--- src/rtl/rbz_update_pkg.sv ---
// -----------------------------------------------------------------------------
// rbz_update_pkg
// Shared definitions for the frame-synchronous update arbiter:
//   state_t      - commit FSM states
//   WR_SEL_VEC   - o_wr_sel value for a vector write
//   WR_SEL_REG   - o_wr_sel value for a register write
//   cnt_w()      - width of an occupancy counter able to hold 0..depth
// -----------------------------------------------------------------------------
package rbz_update_pkg;

    typedef enum logic [1:0] {
        ST_IDLE,
        ST_VEC,
        ST_REG,
        ST_DONE
    } state_t;

    localparam logic WR_SEL_VEC = 1'b0;
    localparam logic WR_SEL_REG = 1'b1;

    function automatic int cnt_w(input int depth);
        return $clog2(depth) + 1;
    endfunction

endpackage

--- src/rtl/rbz_update_arbiter_if.sv ---
// -----------------------------------------------------------------------------
// rbz_update_arbiter_if
// Bundles the requester inputs and the shared write-port outputs of
// rbz_update_arbiter.
//   master : requester / timing side (drives i_*, observes o_*)
//   slave  : the arbiter itself (observes i_*, drives o_*)
// -----------------------------------------------------------------------------
interface rbz_update_arbiter_if #(
    parameter int VEC_W  = 48,
    parameter int REG_W  = 16,
    parameter int REG_AW = 4,
    parameter int DEPTH  = 4
);
    import rbz_update_pkg::*;

    logic                      i_vblank;
    logic                      i_vec_valid;
    logic [VEC_W-1:0]          i_vec_data;
    logic                      i_reg_valid;
    logic [REG_AW-1:0]         i_reg_addr;
    logic [REG_W-1:0]          i_reg_data;
    logic                      o_reg_ready;
    logic                      o_wr_en;
    logic                      o_wr_sel;
    logic [REG_AW-1:0]         o_wr_addr;
    logic [VEC_W-1:0]          o_wr_data;
    logic                      o_vec_pending;
    logic [cnt_w(DEPTH)-1:0]   o_reg_count;
    logic                      o_vec_dropped;
    logic                      o_frame_done;

    modport master (
        output i_vblank, i_vec_valid, i_vec_data, i_reg_valid, i_reg_addr, i_reg_data,
        input  o_reg_ready, o_wr_en, o_wr_sel, o_wr_addr, o_wr_data,
               o_vec_pending, o_reg_count, o_vec_dropped, o_frame_done
    );

    modport slave (
        input  i_vblank, i_vec_valid, i_vec_data, i_reg_valid, i_reg_addr, i_reg_data,
        output o_reg_ready, o_wr_en, o_wr_sel, o_wr_addr, o_wr_data,
               o_vec_pending, o_reg_count, o_vec_dropped, o_frame_done
    );

endinterface

--- src/rtl/rbz_sync_fifo.sv ---
// -----------------------------------------------------------------------------
// rbz_sync_fifo
// Single-clock FIFO with synchronous active-high reset.
//   clk, reset : clock, synchronous reset (empties the FIFO)
//   push, din  : write request / data (ignored while full)
//   pop, dout  : read request / head of queue (ignored while empty)
//   count      : registered occupancy, 0..DEPTH
//   empty/full : derived from the registered count
// DEPTH must be a power of two so the pointers wrap naturally.
// -----------------------------------------------------------------------------
module rbz_sync_fifo
    import rbz_update_pkg::*;
#(
    parameter int WIDTH = 20,
    parameter int DEPTH = 4
) (
    input  logic                    clk,
    input  logic                    reset,
    input  logic                    push,
    input  logic                    pop,
    input  logic [WIDTH-1:0]        din,
    output logic [WIDTH-1:0]        dout,
    output logic [cnt_w(DEPTH)-1:0] count,
    output logic                    empty,
    output logic                    full
);
    localparam int AW = $clog2(DEPTH);
    localparam int CW = cnt_w(DEPTH);

    logic [WIDTH-1:0] mem [DEPTH];
    logic [AW-1:0]    wr_ptr;
    logic [AW-1:0]    rd_ptr;
    logic [CW-1:0]    cnt;
    logic             push_ok;
    logic             pop_ok;

    // Full comes from the registered count, so a pop in the same cycle
    // never makes room for a push.
    assign full    = (cnt == CW'(DEPTH));
    assign empty   = (cnt == '0);
    assign push_ok = push && !full;
    assign pop_ok  = pop && !empty;
    assign dout    = mem[rd_ptr];
    assign count   = cnt;

    // NOTE: storage is not reset; only pointers and count are, which is
    // enough to make stale contents unreachable.
    always_ff @(posedge clk) begin
        if (push_ok) begin
            mem[wr_ptr] <= din;
        end
    end

    // NOTE: sequential state uses non-blocking assignments so every
    // register samples pre-edge values regardless of statement order.
    always_ff @(posedge clk) begin
        if (reset) begin
            wr_ptr <= '0;
            rd_ptr <= '0;
            cnt    <= '0;
        end else begin
            if (push_ok) wr_ptr <= wr_ptr + AW'(1);
            if (pop_ok)  rd_ptr <= rd_ptr + AW'(1);
            cnt <= cnt + CW'(push_ok) - CW'(pop_ok);
        end
    end

endmodule

--- src/rtl/rbz_update_arbiter.sv ---
// -----------------------------------------------------------------------------
// rbz_update_arbiter
// Buffers vector and register updates from the two SPI decoders and commits
// them through one shared write port during vertical blanking only, so the
// renderer never sees a half-updated view.
//   clk, reset : pixel clock, synchronous active-high reset
//   bus        : rbz_update_arbiter_if.slave (requests in, write port out)
// Commit order per frame: buffered vector first, then queued register writes
// in FIFO order. All o_wr_* outputs are registered.
// -----------------------------------------------------------------------------
module rbz_update_arbiter
    import rbz_update_pkg::*;
#(
    parameter int VEC_W  = 48,
    parameter int REG_W  = 16,
    parameter int REG_AW = 4,
    parameter int DEPTH  = 4
) (
    input  logic                 clk,
    input  logic                 reset,
    rbz_update_arbiter_if.slave  bus
);
    localparam int CW = cnt_w(DEPTH);

    state_t              state;
    logic                vblank_q;
    logic                vblank_rise;
    logic                pending;
    logic [VEC_W-1:0]    vec_buf;
    logic                wr_en;
    logic                wr_sel;
    logic [REG_AW-1:0]   wr_addr;
    logic [VEC_W-1:0]    wr_data;
    logic                dropped;
    logic                frame_done;

    logic                fifo_pop;
    logic [REG_AW+REG_W-1:0] fifo_dout;
    logic [CW-1:0]       fifo_count;
    logic                fifo_empty;
    logic                fifo_full;
    logic [REG_AW-1:0]   head_addr;
    logic [REG_W-1:0]    head_data;

    rbz_sync_fifo #(
        .WIDTH (REG_AW + REG_W),
        .DEPTH (DEPTH)
    ) u_reg_fifo (
        .clk   (clk),
        .reset (reset),
        .push  (bus.i_reg_valid),
        .pop   (fifo_pop),
        .din   ({bus.i_reg_addr, bus.i_reg_data}),
        .dout  (fifo_dout),
        .count (fifo_count),
        .empty (fifo_empty),
        .full  (fifo_full)
    );

    assign {head_addr, head_data} = fifo_dout;
    assign vblank_rise = bus.i_vblank && !vblank_q;
    // Pop only while vblank is still high; a window that closes mid-drain
    // leaves the remaining entries for the next frame.
    assign fifo_pop = (state == ST_REG) && bus.i_vblank && !fifo_empty;

    always_ff @(posedge clk) begin
        if (reset) begin
            state      <= ST_IDLE;
            vblank_q   <= 1'b0;
            pending    <= 1'b0;
            vec_buf    <= '0;
            wr_en      <= 1'b0;
            wr_sel     <= WR_SEL_VEC;
            wr_addr    <= '0;
            wr_data    <= '0;
            dropped    <= 1'b0;
            frame_done <= 1'b0;
        end else begin
            vblank_q   <= bus.i_vblank;
            wr_en      <= 1'b0;
            wr_sel     <= WR_SEL_VEC;
            wr_addr    <= '0;
            wr_data    <= '0;
            dropped    <= 1'b0;
            frame_done <= 1'b0;

            // Latest vector wins; it only counts as dropped if the old one
            // is not being committed this very cycle.
            if (bus.i_vec_valid) begin
                vec_buf <= bus.i_vec_data;
                pending <= 1'b1;
                dropped <= pending && (state != ST_VEC);
            end

            unique case (state)
                ST_IDLE: begin
                    if (vblank_rise) begin
                        if (pending)                state <= ST_VEC;
                        else if (fifo_count != '0)  state <= ST_REG;
                        else                        state <= ST_DONE;
                    end
                end
                ST_VEC: begin
                    wr_en   <= 1'b1;
                    wr_sel  <= WR_SEL_VEC;
                    wr_data <= vec_buf;
                    // A same-cycle push keeps pending set for the next frame.
                    if (!bus.i_vec_valid) pending <= 1'b0;
                    state <= (fifo_count != '0) ? ST_REG : ST_DONE;
                end
                ST_REG: begin
                    if (fifo_pop) begin
                        wr_en   <= 1'b1;
                        wr_sel  <= WR_SEL_REG;
                        wr_addr <= head_addr;
                        wr_data <= VEC_W'(head_data);
                        state   <= (fifo_count == CW'(1)) ? ST_DONE : ST_REG;
                    end else begin
                        state <= ST_DONE;
                    end
                end
                ST_DONE: begin
                    frame_done <= 1'b1;
                    state      <= ST_IDLE;
                end
                default: state <= ST_IDLE;
            endcase
        end
    end

    assign bus.o_reg_ready   = !fifo_full;
    assign bus.o_reg_count   = fifo_count;
    assign bus.o_vec_pending = pending;
    assign bus.o_wr_en       = wr_en;
    assign bus.o_wr_sel      = wr_sel;
    assign bus.o_wr_addr     = wr_addr;
    assign bus.o_wr_data     = wr_data;
    assign bus.o_vec_dropped = dropped;
    assign bus.o_frame_done  = frame_done;

endmodule

--- src/flat_wrapper.sv ---
// flat-port wrapper written by rule: the top's interface ports become plain ports
module rbz_update_arbiter_flat import rbz_update_pkg::*;
#(
    parameter int VEC_W  = 48,
    parameter int REG_W  = 16,
    parameter int REG_AW = 4,
    parameter int DEPTH  = 4
)
  (clk, reset, bus_i_vblank, bus_i_vec_valid, bus_i_vec_data, bus_i_reg_valid, bus_i_reg_addr, bus_i_reg_data, bus_o_reg_ready, bus_o_wr_en, bus_o_wr_sel, bus_o_wr_addr, bus_o_wr_data, bus_o_vec_pending, bus_o_reg_count, bus_o_vec_dropped, bus_o_frame_done);
  rbz_update_arbiter_if #(.VEC_W(VEC_W), .REG_W(REG_W), .REG_AW(REG_AW), .DEPTH(DEPTH)) bus_i ();
  input  logic clk;
  input  logic reset;
  input wire logic [$bits(bus_i.i_vblank)-1:0] bus_i_vblank;
  input wire logic [$bits(bus_i.i_vec_valid)-1:0] bus_i_vec_valid;
  input wire logic [$bits(bus_i.i_vec_data)-1:0] bus_i_vec_data;
  input wire logic [$bits(bus_i.i_reg_valid)-1:0] bus_i_reg_valid;
  input wire logic [$bits(bus_i.i_reg_addr)-1:0] bus_i_reg_addr;
  input wire logic [$bits(bus_i.i_reg_data)-1:0] bus_i_reg_data;
  output wire logic [$bits(bus_i.o_reg_ready)-1:0] bus_o_reg_ready;
  output wire logic [$bits(bus_i.o_wr_en)-1:0] bus_o_wr_en;
  output wire logic [$bits(bus_i.o_wr_sel)-1:0] bus_o_wr_sel;
  output wire logic [$bits(bus_i.o_wr_addr)-1:0] bus_o_wr_addr;
  output wire logic [$bits(bus_i.o_wr_data)-1:0] bus_o_wr_data;
  output wire logic [$bits(bus_i.o_vec_pending)-1:0] bus_o_vec_pending;
  output wire logic [$bits(bus_i.o_reg_count)-1:0] bus_o_reg_count;
  output wire logic [$bits(bus_i.o_vec_dropped)-1:0] bus_o_vec_dropped;
  output wire logic [$bits(bus_i.o_frame_done)-1:0] bus_o_frame_done;
  assign bus_i.i_vblank = bus_i_vblank;
  assign bus_i.i_vec_valid = bus_i_vec_valid;
  assign bus_i.i_vec_data = bus_i_vec_data;
  assign bus_i.i_reg_valid = bus_i_reg_valid;
  assign bus_i.i_reg_addr = bus_i_reg_addr;
  assign bus_i.i_reg_data = bus_i_reg_data;
  assign bus_o_reg_ready = bus_i.o_reg_ready;
  assign bus_o_wr_en = bus_i.o_wr_en;
  assign bus_o_wr_sel = bus_i.o_wr_sel;
  assign bus_o_wr_addr = bus_i.o_wr_addr;
  assign bus_o_wr_data = bus_i.o_wr_data;
  assign bus_o_vec_pending = bus_i.o_vec_pending;
  assign bus_o_reg_count = bus_i.o_reg_count;
  assign bus_o_vec_dropped = bus_i.o_vec_dropped;
  assign bus_o_frame_done = bus_i.o_frame_done;
  rbz_update_arbiter #(.VEC_W(VEC_W), .REG_W(REG_W), .REG_AW(REG_AW), .DEPTH(DEPTH)) u_core (.clk(clk), .reset(reset), .bus(bus_i));
endmodule
--- config.mk ---
export PLATFORM = sky130hd
export DESIGN_NAME = rbz_update_arbiter_flat
export DESIGN_NICKNAME = d
export VERILOG_FILES = /design/src/rtl/rbz_update_pkg.sv /design/src/rtl/rbz_update_arbiter_if.sv /design/src/rtl/rbz_sync_fifo.sv /design/src/rtl/rbz_update_arbiter.sv /design/src/flat_wrapper.sv
export SDC_FILE = /design/constraint.sdc
export NUM_CORES = 1
export LEC_CHECK = 0
export ABC_AREA = 0
export BUFFER_PORTS_ARGS = -buffer_cell sky130_fd_sc_hd__buf_2
export CAP_MARGIN = 40
export CORE_AREA = 2 2 85 149
export DETAILED_ROUTE_END_ITERATION = 12
export DIE_AREA = 0 0 87 151
export GPL_ROUTABILITY_DRIVEN = 0
export GPL_TIMING_DRIVEN = 0
export PLACE_DENSITY = 0.94
export SYNTH_ARGS = -nofsm -noshare
export SYNTH_HDL_FRONTEND = slang
export SYNTH_SLANG_ARGS = --single-unit
--- constraint.sdc ---
create_clock -name clk -period 3.53 [get_ports clk]
set_input_delay 0 -clock clk [delete_from_list [all_inputs] [get_ports clk]]
set_output_delay 0 -clock clk [all_outputs]
set_load 0.005 [all_outputs]
# Word level (Yosys, flattened, before mapping)
# Memory sizes are Yosys's and may differ from the RTL's. A register that Yosys moved wholly into a read port is not among the register bits.
# Index checks and enable logic that the tools add are counted.
dict set report classes {
  add_sub_neg 4
  reduce_logical 15
  n_eq_ne 7
  muxes 18
  bitwise_logic 3
}
# cell count
set ops {}
lappend ops {{$pmux 48 s2} 1}
lappend ops {{$mux 16} 1}
lappend ops {{$mux 2} 5}
lappend ops {{$mux 1} 9}
lappend ops {{$pmux 2 s4} 1}
lappend ops {{$logic_and 1x1->1} 6}
lappend ops {{$add 2x1->2 const B} 2}
lappend ops {{$eq 2x2->1 const B} 2}
lappend ops {{$ne 2x1->1 const B} 2}
lappend ops {{$reduce_or 2->1} 2}
lappend ops {{$add 3x1->3} 1}
lappend ops {{$eq 3x1->1 const B} 1}
lappend ops {{$eq 3x3->1 const B} 1}
lappend ops {{$logic_not 1->1} 3}
lappend ops {{$logic_not 3->1} 1}
lappend ops {{$not 1->1} 3}
lappend ops {{$reduce_bool 3->1} 1}
lappend ops {{$reduce_or 3->1} 1}
lappend ops {{$sub 3x1->3} 1}
lappend ops {{$eq 2x1->1 const B} 1}
lappend ops {{$logic_not 2->1} 1}
lappend ops {{$pmux 1 s2} 1}
dict set report word_totals {
  n_memories 1
  ram_bits 80
  inputBits 73
  register_bits 115
}
# name depth width read_ports rd_clocked_by_memory_dff wr line_no
set memory_table {}
lappend memory_table {u_core.u_reg_fifo.mem 4 20 1 1 1 rbz_sync_fifo.sv:30} ;# logic [WIDTH-1:0] mem [DEPTH];

# Depth between registers and ports, before layout
# Gate-level depths: netlist (run 1).
dict set report depth {
  ltp_word 6
  mapped_depth 12
  ltp_nobuf 11
}

# By module
# From an unflattened synthesis (run 1), not the netlist that was laid out.
dict set report hier_totals {
  hier_cells 481
  area_unflattened_um2 6916.6
}
# module cells_per_inst instances area_each_um2
set by_module_without_submodules {}
lappend by_module_without_submodules {rbz_update_arbiter 326 1 3555.9}
lappend by_module_without_submodules {rbz_sync_fifo 155 1 3360.7}

# Least setup slack after synthesis (run 1)
# No wires, ideal clock.
dict set report synth_path {
  kind {register to register}
  start {register u_core.u_reg_fifo.cnt[2] (netlist: u_core.u_reg_fifo.count[2])}
  end {register u_core.u_reg_fifo.cnt[2] (netlist: u_core.u_reg_fifo.count[2])}
  path_buffers 1
  setup_slack_ns 1.240
  synth_period_minus_slack_ns 2.290
  stages_incl_launch_ff 11
  setup_ns 0.078
  required_time_ns 3.452
  arrival_ns 2.212
  path_cell_list {dfxtp_1 o311a_2 buf_2 ha_1 inv_1 ha_1 inv_1 fa_1 xor2_1 and2_2 nor3_1}
}
dict set report synth_between {
  elab_chain_cells 5
}
# item line_no
set synth_lines {}
lappend synth_lines {{from (decl)} rbz_sync_fifo.sv:33} ;# logic [CW-1:0] cnt;
lappend synth_lines {{from (signal assigned)} rbz_sync_fifo.sv:64} ;# cnt <= cnt + CW'(push_ok) - CW'(pop_ok);
lappend synth_lines {{$logic_not 3->1 (*)} rbz_sync_fifo.sv:40} ;# assign empty = (cnt == '0);
lappend synth_lines {{$logic_not 1->1 (*)} {rbz_sync_fifo.sv:42, rbz_update_arbiter.sv:64}}
lappend synth_lines {{$logic_and 1x1->1} rbz_update_arbiter.sv:64} ;# assign fifo_pop = (state == ST_REG) && bus.i_vblank && !fifo_empty;
lappend synth_lines {{$logic_and 1x1->1 (*)} rbz_sync_fifo.sv:42} ;# assign pop_ok = pop && !empty;
lappend synth_lines {{via u_core.u_reg_fifo.pop_ok} rbz_sync_fifo.sv:35} ;# logic pop_ok;
lappend synth_lines {{$sub 3x1->3 (*)} rbz_sync_fifo.sv:64}
# The timed path passes the listed nets; every way through them passes the cells marked *.
# A chain may end at the register's enable or synchronous reset.

# Final worst setup path (run 1)
dict set report layout_path {
  start {register u_core.state[0]}
  end {register u_core.u_reg_fifo.cnt[2] (netlist: u_core.u_reg_fifo.count[2])}
}
dict set report layout_between {
  elab_chain_cells 5
}
# item line_no
set layout_lines {}
lappend layout_lines {{from (decl)} rbz_update_arbiter.sv:25} ;# state_t state;
lappend layout_lines {{from (signal assigned)} rbz_update_arbiter.sv:109} ;# state <= (fifo_count != '0) ? ST_REG : ST_DONE;
lappend layout_lines {{from (signal assigned)} rbz_update_arbiter.sv:117} ;# state <= (fifo_count == CW'(1)) ? ST_DONE : ST_REG;
lappend layout_lines {{$eq 2x2->1} rbz_update_arbiter.sv:64}
lappend layout_lines {{$logic_and 1x1->1 (2 in a row)} rbz_update_arbiter.sv:64}
lappend layout_lines {{$logic_and 1x1->1} rbz_sync_fifo.sv:42}
lappend layout_lines {{via u_core.u_reg_fifo.pop_ok} rbz_sync_fifo.sv:35}
lappend layout_lines {{$sub 3x1->3} rbz_sync_fifo.sv:64}
# The timed path passes the listed nets, and every way through them passes these cells.

==> impl_summary.md, run 1 <==
Clock tree
Clock-pin slew was measured on the worst setup and hold paths at 70 ps. The latest clock arrival within the worst-skew pair is about 430 ps. The maximum number of buffers from clock root to sink is 2. The number of setup buffers added after CTS is 0.

Counting the buffers created by CTS gives 17. The total clock sinks is 197. The cell at the root of the clock tree is clkbuf_16.

The number of levels in the clock H-tree is 4. Post-CTS repair changed the size of 0 cells. TritonCTS built the clock tree. For this design, the CTS-stage hold fixing added 71 buffers.

Die
The die covers 13100 sq um. The floorplan die width is 87 microns. The placeable core region is 11900 sq um. For this design the top-level I/O count stands at 134. The y dimension of the die is around 150 microns. The initial utilization of the core area, before any placement, comes to 58.4%.

The floorplan has between 50 and 60 rows.

Worst hold path
The hold path startpoint is bus_i_vec_valid. The min-delay analysis places its worst path in the category input port to flip-flop.

GRT
Global routing consumed, over all layers together, between 20% and 30% of the routing resources. Global routing finished with a remaining overflow of 0. The pin count of the biggest net entering global routing is 21.

The via count of the first global-routing pass is 4836. The number of antenna violations at the first check in global routing was 0. The first-pass GRT wire length is between 20000 and 25000 microns.

Yosys
The sequential cell area fraction in the yosys report is 68.4%. Yosys printed 0 warnings. The count of mapped cells out of synthesis is around 480.

The count of distinct cell types in the synthesized netlist is 38. In this run, synthesis inferred 80 flip-flops with an integrated enable. edfxtp_1 takes more of the synthesized area than any other cell.

The mean instance size in the synthesized netlist is roughly 15 sq um. Yosys attributes the largest share of cell area to edfxtp_1 35%, dfxtp_1 34%, mux2i_1 6.9%. The proportion of register bits with asynchronous set or reset after synthesis is 0%. In the synthesized netlist the dominant register cell turns out to be dfxtp_1. Synthesis inferred 197 register bits. The total nets after synthesis is approximately 560. The netlist area before placement is 6930 sq um. Summed over its instances, the top area cell type makes up 34.6% of the synthesized netlist area.

Job
The max-cap violation count is 0.

Critical path
In this run the worst path has a maximum fanout of 10. The critical path startpoint is u_core.state[0]. Following the worst setup path forward leads to its endpoint at u_core.u_reg_fifo.count[2]. The cell depth of the worst flop-to-flop path is 12. The startpoint identified for the worst register-to-register timing path is u_core.state[0]. The worst register-to-register path ends at u_core.u_reg_fifo.count[2].

The worst setup path is launched from a flip-flop. At the worst endpoint, the arrival time is 2930 ps. The setup path with the least slack is of type flip-flop to flip-flop. The worst setup slack for register-to-register paths is around 950 ps. The worst setup path is captured at a flip-flop. For the worst setup path, the data required time is 3880 ps.

Place
The wire-length estimate of the detail-placed layout is 9990 microns. During placement, the flow inserted port buffers numbering 131. OpenSTA, run right after detailed placement, puts the worst setup slack at 957 ps.

STA
At the pin with the least slew margin, the transition time is 624 ps. Counting I/O delays and the setup requirement, the final critical path takes around 2600 ps. The final setup violation count is 0.

The number of hold-slack violations in the final timing report is 0. The final max-slew violation count is 0. The peak clock frequency supported by timing is slightly below 400 MHz. After layout, the worst path uses between 70% and 80% of the clock period. The worst pin sits at a relative slew slack of 58.4%. The worst clock skew is around 7.8 ps.

The accumulated negative setup slack is 0 ps. Setup repair after global routing left no endpoint under its margin. After layout, the worst setup slack is 951 ps.

Power
The power density over the cells is 580 nW/um^2. The worst-case IR drop observed on VDD is 0.428 mV. The static leakage is 3.81 nW. Overall power consumption after layout is estimated at between 5 and 6 mW.

Route
The final wirelength is roughly 16000 microns. The routed via count is 4583. In this run the remaining antenna-violating nets after routing total 0. In the routed design, unresolved DRC markers number 0. After detailed routing, the number of vias per cell comes to 5.40. The average routed wire per standard cell is 18.3 microns.

The DRC marker count from the first detailed-route iteration is 250. Before antenna repair, the detailed router went through 5 iterations.

Final layout
The top cell types in the final layout, fill and taps aside, are 138 x buf_2, 117 x dfxtp_1, 80 x edfxtp_1. The layout overhead on the synthesized area is 30.3%. The share of final-layout standard cells stronger than drive strength 1 is 26.2%. In the final design database the tool counted 783 nets.

The library cell used most frequently in the layout, excluding fill and tap cells, is buf_2.

Outcome
The flow ran to the end, and the final reports show no timing, DRC or antenna violations.
[how the worst min path moves through the flow]
| stage | end | cells past startpoint | slack (ps) |
|---|---|---|---|
| final | u_core.bus.o_vec_dropped | 3 | 220 |
| after global routing | u_core.bus.o_vec_dropped | 3 | 230 |
| after CTS | u_core.bus.o_vec_dropped | 3 | 190 |
| after detailed placement | u_core.u_reg_fifo.mem[0][10] | 1 | 220 |
| after global placement | u_core.u_reg_fifo.mem[0][18] | 1 | 210 |
| after floorplan | u_core.u_reg_fifo.mem[0][0] | 0 | 100 |
[per-layer routing]
metal,global-route usage [%],vias to the layer above,part of all wire [%]
met1,25.2,2220,36
met3,5.72,41,4.8
met2,46.6,177,56
met4,10.3,0,2.9
met5,0,-,0
li1,-,2145,-
[worst max-delay path: stages, from the launching register on]
cell and delay (ps):
dfxtp_1 330, inv_1 130, ha_1 210, o311a_2 230, buf_2 240, ha_1 270
inv_1 60, ha_1 130, inv_1 50, fa_1 360, xor2_1 170, and2_2 210
nor3_1 130
[cell usage after synthesis, types with 4 or more instances]
library cell  number
a22oi_1           16
and2_1            32
and3_2             4
buf_2              7
clkbuf_1          15
dfxtp_1          117
edfxtp_1          80
ha_1              11
inv_1             10
mux2i_1           48
mux4_1            12
mux4_2             8
nor2_1            72
nor2b_1            8
[registers in the layout (all words and copies together) (netlist names), named ones only]
signal                    flops
u_core.u_reg_fifo.rd_ptr      2
u_core.u_reg_fifo.count       3
u_core.vblank_q               1
u_core.vec_buf               48
u_core.bus.o_frame_done       1
u_core.bus.o_vec_dropped      1
u_core.state                  2
u_core.u_reg_fifo.mem        80
u_core.bus.o_wr_sel           1
u_core.bus.o_vec_pending      1
u_core.bus.o_wr_addr          4
u_core.bus.o_wr_en            1
u_core.bus.o_wr_data         48
u_core.u_reg_fifo.wr_ptr      2
[cell type report]
class / count / area, sq um
Antenna cell: 1 / 2.50
Buffer: 28 / 136
Clock buffer: 20 / 447
Clock inverter: 12 / 116
Fill cell: 694 / 2830
Inverter: 10 / 37.5
Multi-Input combinational cell: 242 / 2020
Sequential cell: 197 / 4740
Tap cell: 137 / 171
Timing Repair Buffer: 202 / 1370
[kinds of logic (layout without fill, tap and decap cells)]
group	count (synthesis)	count (layout)	share of synthesized area [%]
AO/OA/AOI/OAI	30	30	3.27
XOR/XNOR	2	2	0.253
adder cells (fa/ha/maj)	12	12	2.27
buffers and inverters	38	272	2.51
flip-flops	197	197	68.4
multiplexers	68	68	14.1
other	0	1	0
AND/OR/NAND/NOR	130	130	9.20
[per-stage QoR]
stage	hold slack (ps)	util, %	std cells	cell area [sq um]
finish	219	76.1	849	9040
global route	228	76.1	848	9030
detailed placement	222	65.4	745	7760
global placement	209	65.4	745	7760
floorplan	98.9	-	477	6930
CTS	193	76.1	848	9030
[where the power goes]
part,switching [mW],leakage (nW),internal [mW]
Combinational,0.421,1.85,0.364
Sequential,0.0839,1.69,2.55
Clock,0.828,0.268,1.00
Total,1.33,3.81,3.91
Note: power is estimated with default switching activity, not from simulation.
==> run 2: changes to the inputs <==
--- a/config.mk
+++ b/config.mk
@@ -8,12 +8,12 @@
 export ABC_AREA = 0
 export BUFFER_PORTS_ARGS = -buffer_cell sky130_fd_sc_hd__buf_2
 export CAP_MARGIN = 40
-export CORE_AREA = 2 2 85 149
+export CORE_AREA = 2 2 93 163
 export DETAILED_ROUTE_END_ITERATION = 12
-export DIE_AREA = 0 0 87 151
+export DIE_AREA = 0 0 95 165
 export GPL_ROUTABILITY_DRIVEN = 0
 export GPL_TIMING_DRIVEN = 0
-export PLACE_DENSITY = 0.94
+export PLACE_DENSITY = 0.85
 export SYNTH_ARGS = -nofsm -noshare
 export SYNTH_HDL_FRONTEND = slang
 export SYNTH_SLANG_ARGS = --single-unit
==> constraint.sdc (replaced) <==
create_clock -name clk -period 2.1 [get_ports clk]
set_input_delay 0 -clock clk [delete_from_list [all_inputs] [get_ports clk]]
set_output_delay 0 -clock clk [all_outputs]
set_load 0.005 [all_outputs]
==> impl_summary.md, run 2 (synthesis gave the netlist of run 1 again) <==
Critical path
The arrival time at the worst endpoint is 2490 ps (was 2930 ps). The endpoint required time on the critical path was 2390 ps (was 3880 ps). The worst setup slack for register-to-register paths is -100 ps (was 950 ps). The highest fanout seen on the critical path is 4 (was 10). The critical path startpoint is u_core.u_reg_fifo.count[2] (was u_core.state[0]). The origin of the critical flop-to-flop path is u_core.u_reg_fifo.count[2] (was u_core.state[0]). The category of the worst setup path capture point is a flip-flop (unchanged). The startpoint kind of the worst setup timing path was a flip-flop (unchanged). The endpoint of the worst-slack reg-to-reg timing path is u_core.u_reg_fifo.count[2] (unchanged). The kind of critical path is flip-flop to flip-flop (unchanged).

The cell depth of the worst flop-to-flop path is 10 (was 12).

GRT
The number of antenna violations at the first check in global routing came to 0 (unchanged). The met1 demand-to-capacity share in global routing is 19.5% (was 25.2%). The global route total overflow was 0 (unchanged). The via count of the first global-routing pass is 4899 (was 4836). The pin count of the biggest net entering global routing is 21 (unchanged).

The first-pass GRT wire length is 23600 microns (was 24000 microns). The most utilized layer in the global route result is met2 (unchanged). The overall global routing resource usage was 20.4% (was 24.6%). The global-route met2 utilization is 38.7% (was 46.6%). The fraction of met3 tracks used by global routing is 4.88% (was 5.72%).

Die
The number of placement rows is 58 (was 53). The die outline area is 15700 sq um (was 13100 sq um). The placeable core region came to 14300 sq um (was 11900 sq um). The initial standard-cell utilization of the core is 48.5% (was 58.4%).

The y dimension of the die came to 165 microns (was 151 microns). The floorplan die width is 95 microns (was 87 microns). The count of pins on the block boundary was 134 (unchanged).

Clock tree
The number of clock buffers inserted by TritonCTS is 17 (unchanged). The latest clock arrival within the worst-skew pair is 420 ps (was 430 ps). The post-CTS clock slew at the launch and capture registers of the worst setup and hold paths was 70 ps (about the same).

The clock tree from TritonCTS is yes (unchanged). The number of levels in the clock H-tree is 4 (unchanged). The total clock sinks is 197 (unchanged). The cell at the root of the clock tree is clkbuf_16 (unchanged). The maximum number of buffers from clock root to sink is 2 (unchanged).

Job
The max-cap violation count is 0 (unchanged).

STA
The worst clock skew came to 8.39 ps (was 7.76 ps). The number of hold-slack violations in the final timing report is 0 (unchanged). The final max-slew violation count came to 0 (unchanged). The slew at the pin with the worst max-slew slack was 600 ps (was 624 ps).

The normalized max-slew margin is 60.0% (was 58.4%). The peak clock frequency supported by timing is 455 MHz (was 388 MHz). The final setup violation count is 1 (was 0). The clock period minus worst slack is 2200 ps (was 2580 ps). The fraction of the cycle the final worst path needs is 105% (was 73.1%). RSZ-0062 raised after global routing: yes (was no). The minimum setup slack in the final design is -96.8 ps (was 951 ps).

Power
The peak supply drop is 0.527 mV (was 0.428 mV). The power density over the cells was 977 nW/um^2 (was 580 nW/um^2). The total chip power came to 9.01 mW (was 5.25 mW). The static leakage is 3.85 nW (was 3.81 nW).

Final layout
Commonest cells after routing, fill and taps aside: 137 x buf_2, 113 x dfxtp_1, 80 x edfxtp_1 (was 138 x buf_2, 117 x dfxtp_1, 80 x edfxtp_1). The layout overhead on the synthesized area came to 32.9% (was 30.3%). The number of nets in the layout was 787 (was 783). The number of antenna repair diodes is 0 (was 1). The register ranked first by flip-flop count is u_core.u_reg_fifo.mem (unchanged). The number of flip-flops in the largest register came to 80 (unchanged).

The share of final-layout standard cells stronger than drive strength 1 is 29.2% (was 26.2%). The most frequent standard cell in the layout excluding fill and tap cells was buf_2 (unchanged). The post-route cell area is 9220 sq um (was 9040 sq um).

Route
The routed via count came to 4547 (was 4583). The final wirelength is 15500 microns (was 15600 microns). The number of vias per cell is 5.08 (was 5.40).

The number of iterations in the first detailed-routing pass is 4 (was 5). The DRC marker count from the first detailed-route iteration is 253 (was 250). The average routed wire per standard cell came to 17.3 microns (was 18.3 microns). The number of design rule violations left after detail routing is 0 (unchanged). The number of antenna-violating nets in the routed design is 0 (unchanged).

Place
The worst setup slack before clock tree synthesis is -243 ps (was 957 ps). The number of buffer cells added on primary ports is 131 (unchanged). The placed wire-length estimate was 10000 microns (was 9990 microns). The cell area reported after detailed placement came to 7870 sq um (was 7760 sq um).

Worst hold path
The worst hold path class is input port to flip-flop (unchanged). The hold path depth is 3 (unchanged). The endpoint of the worst hold path is u_core.u_reg_fifo.wr_ptr[1] (was u_core.bus.o_vec_dropped).

The hold path startpoint is bus_i_reg_valid (was bus_i_vec_valid).

Outcome
Result of the run: finished, violations left (was finished, final reports clean). The final reports fail on setup timing.
[run 2: changes by cell type in the layout (fill, tap and decap cells not counted), sizes merged]
cell and change:
buf +4, inv +3, clkbuf -1, clkinvlp -1, diode -1, dlygate4sd3 -1
[run 2: critical path, cell delays in order (launching register included)]
cell,delay (ps)
dfxtp_4,380
or3b_4,400
nand2_4,70
ha_4,200
inv_4,50
ha_4,110
inv_2,30
fa_2,390
xor2_2,220
and2_4,180
nor3_4,30
[run 2: final cells by class]
| class | instances | area (sq um) |
|---|---|---|
| flip-flops and latches | 197 | 4760 |
| clock inverters | 14 | 134 |
| clock buffers | 18 | 429 |
| inverters | 10 | 40.0 |
| fillers | 973 | 5080 |
| repair buffers | 208 | 1410 |
| multi-input cells | 242 | 2100 |
| plain buffers | 26 | 121 |
| well taps | 180 | 225 |
[run 2: how the worst max path moves through the flow]
stage / end / slack (ps)
2_1_floorplan: u_core.u_reg_fifo.count[2] / -60
3_3_place_gp: u_core.u_reg_fifo.count[2] / -130
3_5_place_dp: u_core.u_reg_fifo.count[2] / -240
4_1_cts: u_core.u_reg_fifo.count[2] / -50
5_1_grt: u_core.u_reg_fifo.count[2] / -150
6_report: u_core.u_reg_fifo.count[2] / -100
[run 2: metal layers]
layer	part of all wire [%]	wire, microns	up-vias
met5	0	0	-
met4	2.7	422	0
met3	4.6	708	38
met2	56	8650	163
met1	37	5740	2195
li1	-	-	2151
[run 2: metrics by stage]
step	TNS [ps]	instances	hold WS, ps	util (%)
finish	-96.8	895	32.7	64.5
global route	-155	895	54.4	64.5
CTS	-45.8	896	5.01	64.4
detailed placement	-267	788	217	55.1
global placement	-131	788	211	55.1
floorplan	-64.2	477	98.9	-
[run 2: where the power goes]
group	switching, mW	internal [mW]	total [mW]
clock	1.45	1.62	3.06
combinational	0.803	0.719	1.52
sequential	0.129	4.29	4.42
[run 2: timing repair]
action / in CTS / in global routing
cloned: 0 / 0
gates resized for setup: 6 / 7
buffers inserted: 7 / 0
endpoints found under the setup margin: 2 / 2
hold buffers: 70 / 0
endpoints found under the hold margin: 132 / 0
pin swaps: 4 / 5
==> run 3: changes to the inputs <==
==> constraint.sdc (replaced) <==
create_clock -name clk -period 2.1 [get_ports clk]
set_input_delay 0.315 -clock clk [delete_from_list [all_inputs] [get_ports clk]]
set_output_delay 0.315 -clock clk [all_outputs]
set_load 0.005 [all_outputs]
==> impl_summary.md, run 3 (synthesis gave the netlist of run 1 again) <==
Die
The y dimension of the die is 165 microns (unchanged). The number of placement rows is 58 (unchanged). The die outline area was 15700 sq um (unchanged). The initial standard-cell utilization of the core is 48.5% (unchanged). The floorplan die width is 95 microns (unchanged).

The count of pins on the block boundary came to 134 (unchanged). The placeable core region is 14300 sq um (unchanged).

Place
The number of buffer cells added on primary ports is 131 (unchanged). The cell area reported after detailed placement was 7870 sq um (unchanged). The placed wire-length estimate is 10000 microns (unchanged). The instance count after placement with tap cells included is 788 (unchanged).

The worst setup slack before clock tree synthesis is -243 ps (unchanged).

STA
The worst-case hold slack is 93.6 ps (was 32.7 ps). The final max-slew violation count is 0 (unchanged). The slew at the pin with the worst max-slew slack is 598 ps (was 600 ps). The normalized max-slew margin is 60.2% (was 60.0%). The peak clock frequency supported by timing is 451 MHz (was 455 MHz).

The final setup violation count is 1 (unchanged). The fraction of the cycle the final worst path needs is 106% (was 105%). The worst clock skew came to 13.8 ps (was 8.39 ps). RSZ-0062 raised after global routing: yes (unchanged).

The minimum setup slack in the final design came to -118 ps (was -96.8 ps). The clock period minus worst slack was 2220 ps (was 2200 ps). The number of hold-slack violations in the final timing report is 0 (unchanged).

Final layout
The count of fill cells added during filler insertion came to 1057 (was 973). The register ranked first by flip-flop count is u_core.u_reg_fifo.mem (unchanged). The number of antenna repair diodes is 0 (unchanged). The share of final-layout standard cells stronger than drive strength 1 is 32.4% (was 29.2%). The number of standard cells in the layout, taps in and fillers out was 825 (was 895). The layout overhead on the synthesized area came to 22.8% (was 32.9%).

The number of flip-flops in the largest register came to 80 (unchanged). The post-route cell area was 8520 sq um (was 9220 sq um). The most frequent standard cell in the layout excluding fill and tap cells was buf_2 (unchanged). The number of nets in the layout is 717 (was 787). The register area was 4760 sq um (unchanged). The post-layout utilization of the core came to 59.6% (was 64.5%).

The combined area of the multi-input logic cells came to 2100 sq um (unchanged). Commonest cells after routing, fill and taps aside: 137 x buf_2, 113 x dfxtp_1, 80 x edfxtp_1 (unchanged).

Critical path
Cell breakdown of the critical path: or3b_4 -> nand2_4 -> ha_4 -> inv_4 -> ha_4 -> inv_2 -> fa_2 -> xor2_2 -> and2_4 -> nor3_4 (unchanged). The kind of critical path is flip-flop to flip-flop (unchanged). The longest individual stage delay on the worst path is 400 ps (about the same). The origin of the critical flop-to-flop path is u_core.u_reg_fifo.count[2] (unchanged). The startpoint kind of the worst setup timing path is a flip-flop (unchanged). The category of the worst setup path capture point is a flip-flop (unchanged). The highest fanout seen on the critical path is 4 (unchanged).

The cell depth of the worst flop-to-flop path was 10 (unchanged). The endpoint of the worst-slack reg-to-reg timing path is u_core.u_reg_fifo.count[2] (unchanged). The arrival time at the worst endpoint is 2510 ps (was 2490 ps).

The endpoint required time on the critical path came to 2390 ps (about the same). The worst setup slack for register-to-register paths is -120 ps (was -100 ps). The endpoint of the most critical setup path is u_core.u_reg_fifo.count[2] (unchanged). The worst-path cell with the longest stage delay is or3b_4 (unchanged). The critical path startpoint is u_core.u_reg_fifo.count[2] (unchanged). The most used cell along the critical path is ha_4 (unchanged).

GRT
The global route total overflow came to 0 (unchanged). The overall global routing resource usage is 18.2% (was 20.4%). The pin count of the biggest net entering global routing is 21 (unchanged).

The number of antenna violations at the first check in global routing is 0 (unchanged). The first-pass GRT wire length is 21300 microns (was 23600 microns). The via count of the first global-routing pass is 4431 (was 4899).

Outcome
Result of the run: finished, violations left (unchanged). Failing checks: setup timing (unchanged).

Route
The final wirelength was 14000 microns (was 15500 microns). The average routed wire per standard cell is 17.0 microns (was 17.3 microns). The number of antenna-violating nets in the routed design is 0 (unchanged). The number of vias per cell is 5.07 (was 5.08). The number of design rule violations left after detail routing was 0 (unchanged). The DRC marker count from the first detailed-route iteration came to 205 (was 253). The number of iterations in the first detailed-routing pass is 4 (unchanged). The routed via count came to 4179 (was 4547).

Worst hold path
The hold path startpoint is bus_i_reg_data[1] (was bus_i_reg_valid). The worst hold path class is input port to flip-flop (unchanged).

Clock tree
The clock tree from TritonCTS is yes (unchanged). The number of clock buffers inserted by TritonCTS is 17 (unchanged). The latest clock arrival within the worst-skew pair was 430 ps (was 420 ps).

The maximum number of buffers from clock root to sink is 2 (unchanged). The post-CTS clock slew at the launch and capture registers of the worst setup and hold paths is 80 ps (was 70 ps). The cell at the root of the clock tree is clkbuf_16 (unchanged). The number of levels in the clock H-tree is 4 (unchanged). The total clock sinks is 197 (unchanged).

Power
The static leakage was 3.56 nW (was 3.85 nW). The power density over the cells is 1040 nW/um^2 (was 977 nW/um^2). The peak supply drop is 0.528 mV (was 0.527 mV).

Job
The max-cap violation count is 0 (unchanged).
[run 3: changes by cell type in the layout (fill, tap and decap cells not counted), sizes merged]
cell and change:
dlygate4sd3 -70
[run 3: cell type report]
cell class,instances,area share (%)
Sequential cell,197,55.9
Multi-Input combinational cell,242,24.6
Timing Repair Buffer,138,8.36
Clock buffer,18,5.04
Tap cell,180,2.64
Clock inverter,14,1.57
Buffer,26,1.42
Inverter,10,0.470
[run 3: stage by stage]
step / setup TNS, ps / total power, mW
after floorplan: -64.2 / 5.31
after detailed placement: -267 / 5.75
after global routing: -175 / 9.27
after CTS: -45.8 / 8.89
after global placement: -131 / 5.66
final: -118 / 8.90
[run 3: critical path: cells and delay by family (launching register included)]
family	cells	cell delay [ps]
DFF	1	370
adders and majority gates	3	700
xor gates and xnor gates	1	240
buffers and inverters	2	80
and+or+nand+nor	4	690
[run 3: power by group]
| group | switching (mW) | internal, mW |
|---|---|---|
| sequential | 0.124 | 4.29 |
| combinational | 0.777 | 0.634 |
| clock | 1.45 | 1.62 |
[run 3: how the worst min path moves through the flow]
stage | to | slack, ps | cells past startpoint
after CTS | u_core.u_reg_fifo.mem[0][1] | 80 | 1
after global routing | u_core.u_reg_fifo.mem[3][1] | 80 | 1
after detailed placement | u_core.bus.o_wr_data[23] | 440 | 1
after global placement | u_core.bus.o_wr_data[28] | 430 | 1
after floorplan | u_core.u_reg_fifo.mem[0][0] | 410 | 0
final | u_core.u_reg_fifo.mem[0][1] | 90 | 1
[run 3: per-layer routing]
layer	routed length, microns	track usage, %	vias up
met2	7680	34.2	147
li1	-	-	2015
met4	297	8.89	0
met5	0	0	-
met3	850	5.11	22
met1	5170	17.7	1995
[run 3: what timing repair did]
action | CTS | global route
setup endpoints to repair | 2 | 3
pin swaps | 4 | 5
setup buffers | 7 | 0
hold buffers | 0 | 0
gates resized for setup | 6 | 7
